### src/rtl/fp_mult_pkg.sv
// Shared constants and stage payload for the FP multiplier normalize/round back end.
// Exponents are carried as 11-bit signed so in_exp+1 and the rounding carry never wrap.
package fp_mult_pkg;

    localparam int          EXP_BIAS = 127;
    localparam int          EXP_INF  = 255;
    localparam logic [31:0] QNAN     = 32'h7FC0_0000;
    localparam int          EXP_W    = 11;

    typedef struct packed {
        logic                    sign;
        logic                    nan;
        logic                    inf;
        logic                    zero;
        logic signed [EXP_W-1:0] exp;
        logic [22:0]             frac;
        logic                    guard;
        logic                    sticky;
    } s1_payload_t;

    // Align the 48-bit product so the hidden one sits just above frac.
    function automatic s1_payload_t normalize(input logic        sign,
                                              input logic        nan,
                                              input logic        inf,
                                              input logic        zero,
                                              input logic [9:0]  exp,
                                              input logic [47:0] mant);
        s1_payload_t             p;
        logic signed [EXP_W-1:0] exp_ext;
        exp_ext = {exp[9], exp};
        p.sign  = sign;
        p.nan   = nan;
        p.inf   = inf;
        p.zero  = zero;
        if (mant[47]) begin
            p.frac   = mant[46:24];
            p.guard  = mant[23];
            p.sticky = |mant[22:0];
            p.exp    = exp_ext + 11'sd1;
        end else begin
            p.frac   = mant[45:23];
            p.guard  = mant[22];
            p.sticky = |mant[21:0];
            p.exp    = exp_ext;
        end
        return p;
    endfunction

endpackage

### src/rtl/fp_round_rne.sv
// Round-to-nearest-even on a 23-bit fraction; a carry out of the fraction
// wraps it to zero and bumps the exponent.
module fp_round_rne
    import fp_mult_pkg::*;
(
    input  logic [22:0]             frac_i,
    input  logic                    guard_i,
    input  logic                    sticky_i,
    input  logic signed [EXP_W-1:0] exp_i,
    output logic [22:0]             frac_o,
    output logic signed [EXP_W-1:0] exp_o
);

    logic        inc;
    logic [23:0] sum;

    assign inc    = guard_i & (sticky_i | frac_i[0]);
    assign sum    = {1'b0, frac_i} + {23'd0, inc};
    assign frac_o = sum[22:0];
    assign exp_o  = exp_i + $signed({{(EXP_W-1){1'b0}}, sum[23]});

endmodule

### src/rtl/fp_mult_norm_round.sv
// Two-stage back end of an FP32 multiplier: S1 normalizes the raw product,
// S2 rounds, applies overflow/underflow/special cases and holds the packed result.
module fp_mult_norm_round
    import fp_mult_pkg::*;
(
    input  logic        clk,
    input  logic        rst_n,
    input  logic        in_valid,
    output logic        in_ready,
    input  logic        in_sign,
    input  logic [9:0]  in_exp,
    input  logic [47:0] in_mant,
    input  logic        in_nan,
    input  logic        in_inf,
    input  logic        in_zero,
    output logic        out_valid,
    input  logic        out_ready,
    output logic [31:0] out_result,
    output logic        out_ovf,
    output logic        out_unf
);

    localparam logic signed [EXP_W-1:0] EXP_MAX  = EXP_W'(EXP_INF);
    localparam logic signed [EXP_W-1:0] EXP_ZERO = '0;

    logic                    s1_valid_q;
    s1_payload_t             s1_q;
    s1_payload_t             s1_d;
    logic                    s2_valid_q;
    logic [31:0]             res_q, res_d;
    logic                    ovf_q, ovf_d;
    logic                    unf_q, unf_d;
    logic                    s1_adv, s2_adv;
    logic [22:0]             rnd_frac;
    logic signed [EXP_W-1:0] rnd_exp;

    assign s2_adv   = !s2_valid_q || out_ready;
    assign s1_adv   = !s1_valid_q || s2_adv;
    assign in_ready = s1_adv;

    assign s1_d = normalize(in_sign, in_nan, in_inf, in_zero, in_exp, in_mant);

    fp_round_rne u_round (
        .frac_i   (s1_q.frac),
        .guard_i  (s1_q.guard),
        .sticky_i (s1_q.sticky),
        .exp_i    (s1_q.exp),
        .frac_o   (rnd_frac),
        .exp_o    (rnd_exp)
    );

    // Specials take priority and never raise ovf/unf.
    always_comb begin
        res_d = '0;
        ovf_d = 1'b0;
        unf_d = 1'b0;
        if (s1_q.nan) begin
            res_d = QNAN;
        end else if (s1_q.inf) begin
            res_d = {s1_q.sign, 8'hFF, 23'h0};
        end else if (s1_q.zero) begin
            res_d = {s1_q.sign, 31'h0};
        end else if (rnd_exp >= EXP_MAX) begin
            res_d = {s1_q.sign, 8'hFF, 23'h0};
            ovf_d = 1'b1;
        end else if (rnd_exp <= EXP_ZERO) begin
            res_d = {s1_q.sign, 31'h0};
            unf_d = 1'b1;
        end else begin
            res_d = {s1_q.sign, rnd_exp[7:0], rnd_frac};
        end
    end

    always_ff @(posedge clk or negedge rst_n) begin
        if (!rst_n) begin
            s1_valid_q <= 1'b0;
            s1_q       <= '0;
            s2_valid_q <= 1'b0;
            res_q      <= '0;
            ovf_q      <= 1'b0;
            unf_q      <= 1'b0;
        end else begin
            if (s1_adv) s1_valid_q <= in_valid;
            if (s1_adv && in_valid) s1_q <= s1_d;
            if (s2_adv) s2_valid_q <= s1_valid_q;
            if (s2_adv && s1_valid_q) begin
                res_q <= res_d;
                ovf_q <= ovf_d;
                unf_q <= unf_d;
            end
        end
    end

    assign out_valid  = s2_valid_q;
    assign out_result = res_q;
    assign out_ovf    = ovf_q;
    assign out_unf    = unf_q;

endmodule

### config.mk
export PLATFORM = sky130hd
export DESIGN_NAME = fp_mult_norm_round
export DESIGN_NICKNAME = d
export VERILOG_FILES = /design/src/rtl/fp_mult_pkg.sv /design/src/rtl/fp_round_rne.sv /design/src/rtl/fp_mult_norm_round.sv
export SDC_FILE = /design/constraint.sdc
export NUM_CORES = 1
export LEC_CHECK = 0
export ABC_AREA = 1
export CAP_MARGIN = 20
export CORE_ASPECT_RATIO = 1.25
export CORE_MARGIN = 4
export CORE_UTILIZATION = 30
export DETAILED_ROUTE_END_ITERATION = 8
export REMOVE_ABC_BUFFERS = 1
export SLEW_MARGIN = 20
export SYNTH_ARGS = -nofsm -noshare
export SYNTH_HDL_FRONTEND = slang
export SYNTH_SLANG_ARGS = --single-unit
### constraint.sdc
create_clock -name clk -period 10.31 [get_ports clk]
set_clock_uncertainty 0.1 [all_clocks]
set_input_delay 1.5465 -clock clk [delete_from_list [all_inputs] [get_ports clk]]
set_output_delay 1.5465 -clock clk [all_outputs]
set_load 0.005 [all_outputs]
==> results.md <==
Run status:
- The run finished with clean final reports.

Layout:
- Registers take 1900 um2.
- The area growth from synthesis to layout is 35.0%.
- After filler insertion, the fill cell instance count of the layout stands at 1473.
- The most common cell after layout, fill and taps aside is sky130_fd_sc_hd__nand2_1.
- Leaving out fill and tap cells, the most frequent cells in the layout are sky130_fd_sc_hd__nand2_1 (180), sky130_fd_sc_hd__clkdlybuf4s50_1 (100), sky130_fd_sc_hd__dfrtp_1 (76), sky130_fd_sc_hd__nor2_1 (73), sky130_fd_sc_hd__inv_1 (42).
- The number of nets in the layout is 748.
- The share of post-route cells with drive strength above 1 is 6.60%.
- The footprint of the multi-input gates is 2150 um2.
- The number of antenna diodes in the final layout is 0.
- The final cell area excluding filler cells is 5820 um2.

Die:
- The number of top-level pins is 102.
- The die covers 16400 um2.
- The die outline height is 142 um.
- The floorplan has 48 rows.
- The core region is 13900 um2.
- The starting density of the core is 30.9%.
- The die width is 115 um.

Global routing:
- Summed over all layers, the global routing overflow is 0.
- The number of global-route vias before repair is 4052.
- The global-route wire length before repair is 19500 um.
- The global-route total usage across every layer is 14.9%.
- The initial antenna violation count came to 0.
- Entering global routing, the biggest net connects 77 pins.

Drt:
- Routed signal wires occupy layers up through met4.
- In this run the remaining antenna-violating nets after routing total 0.
- For this run, the detailed router's first-pass iteration total came to 4.
- The number of DRC markers in iteration 0 is 139.
- The routed design has 11500 um of wire.
- Detailed routing placed a total of 5590 um of wire on met2.
- For this run, design rule violations remaining after detail routing come to 0.
- The routed design uses 472 um of met3 wire.
- The wire length per cell is 13.4 um.
- The routed via count divided by cell count is 4.70.
- The total number of vias is 4030.
- The sum of routed wire segments on met1 is 5230 um.

Clock network:
- Clock-pin slew was measured on the worst setup and hold paths at 0.05 ns.
- After clock tree synthesis, the flow added hold-fix buffers numbering 0.
- Post-CTS repair changed the size of 0 cells.
- The CTS buffer count is 9.
- The clock insertion delay at the later pin of the skew report is 0.34 ns.
- The sink count of the clock tree is 76.
- The number of setup buffers added after CTS is 0.
- The clock tree from TritonCTS is yes.
- CTS placed an instance of sky130_fd_sc_hd__clkbuf_16 at the clock tree root.
- No sink is reached through more buffers than the 2 on the longest clock path.
- The maximum level of the CTS H-tree is 3.

Critical path:
- The slowest stage of the critical path is the sky130_fd_sc_hd__clkdlybuf4s50_1 cell.
- The cell family contributing the most delay on the critical path is buffers and inverters.
- The launching point of the worst reg2reg path is s1_q[0].
- The critical path startpoint category is an input pin.
- At the worst endpoint, the arrival time is 2.68 ns.
- The worst path required time is 8.66 ns.
- The launching element of the worst setup path is out_ready.
- Along the worst path, the maximum fanout reaches 3.
- The count of buffering cells on the critical path with inverters included is 3.
- The nature of the critical path endpoint is an output pin.
- The critical path start-end classification is in2out.
- On the worst path, the slowest cell contributes a delay of 0.53 ns.
- Walking the worst path, the cells encountered are clkdlybuf4s50_1, inv_1, nand3_1, clkdlybuf4s50_1.
- The cell seen most often among critical-path stages is sky130_fd_sc_hd__clkdlybuf4s50_1.

Synthesis:
- A synthesized cell averages 7.42 um2.
- The netlist area before placement is 4310 um2.
- After synthesis the netlist holds a flip-flop and latch count of 76.
- The number of different library cells used by synthesis comes to 37.
- The cell count after synthesis is 581.
- The top cell type's share of synthesized area is 44.1%.
- The biggest area contributor in the post-synthesis netlist is sky130_fd_sc_hd__dfrtp_1.
- After synthesis, the cell types taking the most area are sky130_fd_sc_hd__dfrtp_1 (44%), sky130_fd_sc_hd__nand2_1 (16%), sky130_fd_sc_hd__nor2_1 (6.4%).
- The total number of yosys warnings is 0.
- The portion of the post-synthesis area used by sequential elements is 44.1%.

Placement:
- The final weighted congestion in routability-driven placement is 0.928.
- The cell area after placement is 5470 um2.
- The post-detailed-placement half-perimeter wirelength is 8910 um.
- Buffers placed on the I/O ports in this run total 101.

Timing:
- The final number of max-transition violations is 0.
- The accumulated negative setup slack is 0 ns.
- The final hold violation count was 0.
- The worst path needs 4.33 ns of the cycle, external delays included.
- The worst slew margin relative to its limit is 35.4%.
- Setup violations remaining at the end of the flow were counted as 0.
- At the pin with the least slew margin, the transition time is 0.967 ns.
- Based on the critical path, the design can be clocked at up to 231 MHz.
- Setup repair after global routing left no endpoint under its margin.
- The share of the clock period used by the worst path is 42.0%.

Hold path:
- The class of the worst hold path is reg2reg.
- The start point of the worst hold path is out_result[13].

Job:
- The tool flagged a number of max-cap violations equal to 0.

Power:
- In this run the static leakage power is 2.56 nW.
- Dividing total power by cell area gives a power density of 164 nW/um2.
- Across the VDD grid, the largest voltage drop is 0.0693 mV.
==> path summary, 6_finish.rpt <==
| path | endpoint | slack (ns) | depth (start not counted) |
|---|---|---|---|
| max | in_ready | 5.98 | 4 |
| min | out_result[13] | 0.38 | 2 |
| max reg2reg | out_result[4] | 5.99 | 22 |
| min reg2reg | out_result[13] | 0.38 | 2 |
| max in group asynchronous | out_result[27] | 8.49 | 2 |
| min in group asynchronous | s1_q[6] | 1.04 | 1 |
==> layer usage <==
metal / up-vias / GRT usage (%)
met5: - / 0
met4: 0 / 6.06
met3: 13 / 1.83
met2: 90 / 24.5
met1: 1829 / 19.7
li1: 2098 / -
==> sequential cells by signal, summed over array words and instances, names as in the netlist <==
signal / cells
s1_valid_q: 1
out_result: 32
out_valid: 1
s1_q: 40
out_ovf: 1
out_unf: 1
==> Yosys cell counts (all sizes together) <==
cell type,n
and3,1
o21bai,1
nor3,9
nand3,34
nand2,186
dfrtp,76
a41oi,1
a21oi,11
o21a,1
nor4,5
ha,5
clkinv,2
nand4,15
xnor2,5
o22ai,3
xor2,13
nor2,79
nand3b,2
o31ai,1
o211ai,1
o21ai,41
a31oi,24
a2111oi,1
inv,45
buf,5
clkbuf,14
==> worst min-delay path, cell delays in order (launching register included) <==
cell	delay [ns]
sky130_fd_sc_hd__dfrtp_1	0.34
sky130_fd_sc_hd__nand2_1	0.06
sky130_fd_sc_hd__o21ai_2	0.05
==> metrics by stage <==
stage / instances / hold slack (ns) / util [%] / worst slack, ns / power (W)
after floorplan: 562 / 0.350 / - / 6.70 / 0.000504
after global placement: 840 / 0.367 / 39.3 / 6.01 / 0.000619
after detailed placement: 840 / 0.372 / 39.3 / 5.95 / 0.000623
after CTS: 856 / 0.386 / 41.6 / 5.94 / 0.000965
after global routing: 857 / 0.404 / 41.8 / 5.47 / 0.00101
final: 857 / 0.381 / 41.8 / 5.98 / 0.000953
==> report_power, final <==
part	internal, W	leakage (nW)	total [W]	switching [W]
registers	0.000342	0.923	0.000387	0.0000448
clock network	0.000218	0.153	0.000338	0.000120
logic	0.000108	1.48	0.000229	0.000121
total	0.000668	2.56	0.000953	0.000285
==> cell families after synthesis <==
logic type	count (synthesis)	synth area share (%)
buffers and inverters	66	5.95
XOR/XNOR	18	3.66
AO/OA/AOI/OAI	85	11.9
AND/OR/NAND/NOR	331	32.9
flip-flops	76	44.1
adder cells (fa/ha/maj)	5	1.45
==> layout make-up <==
| class | count | area share, % |
|---|---|---|
| multi-input combinational | 439 | 37.0 |
| inverter | 47 | 3.03 |
| clock buffer | 12 | 4.24 |
| timing repair buffer | 104 | 18.1 |
| sequential | 76 | 32.7 |
| tap | 175 | 3.76 |
| clock inverter | 4 | 1.25 |
No activity file was read; power rests on OpenSTA's default activity.
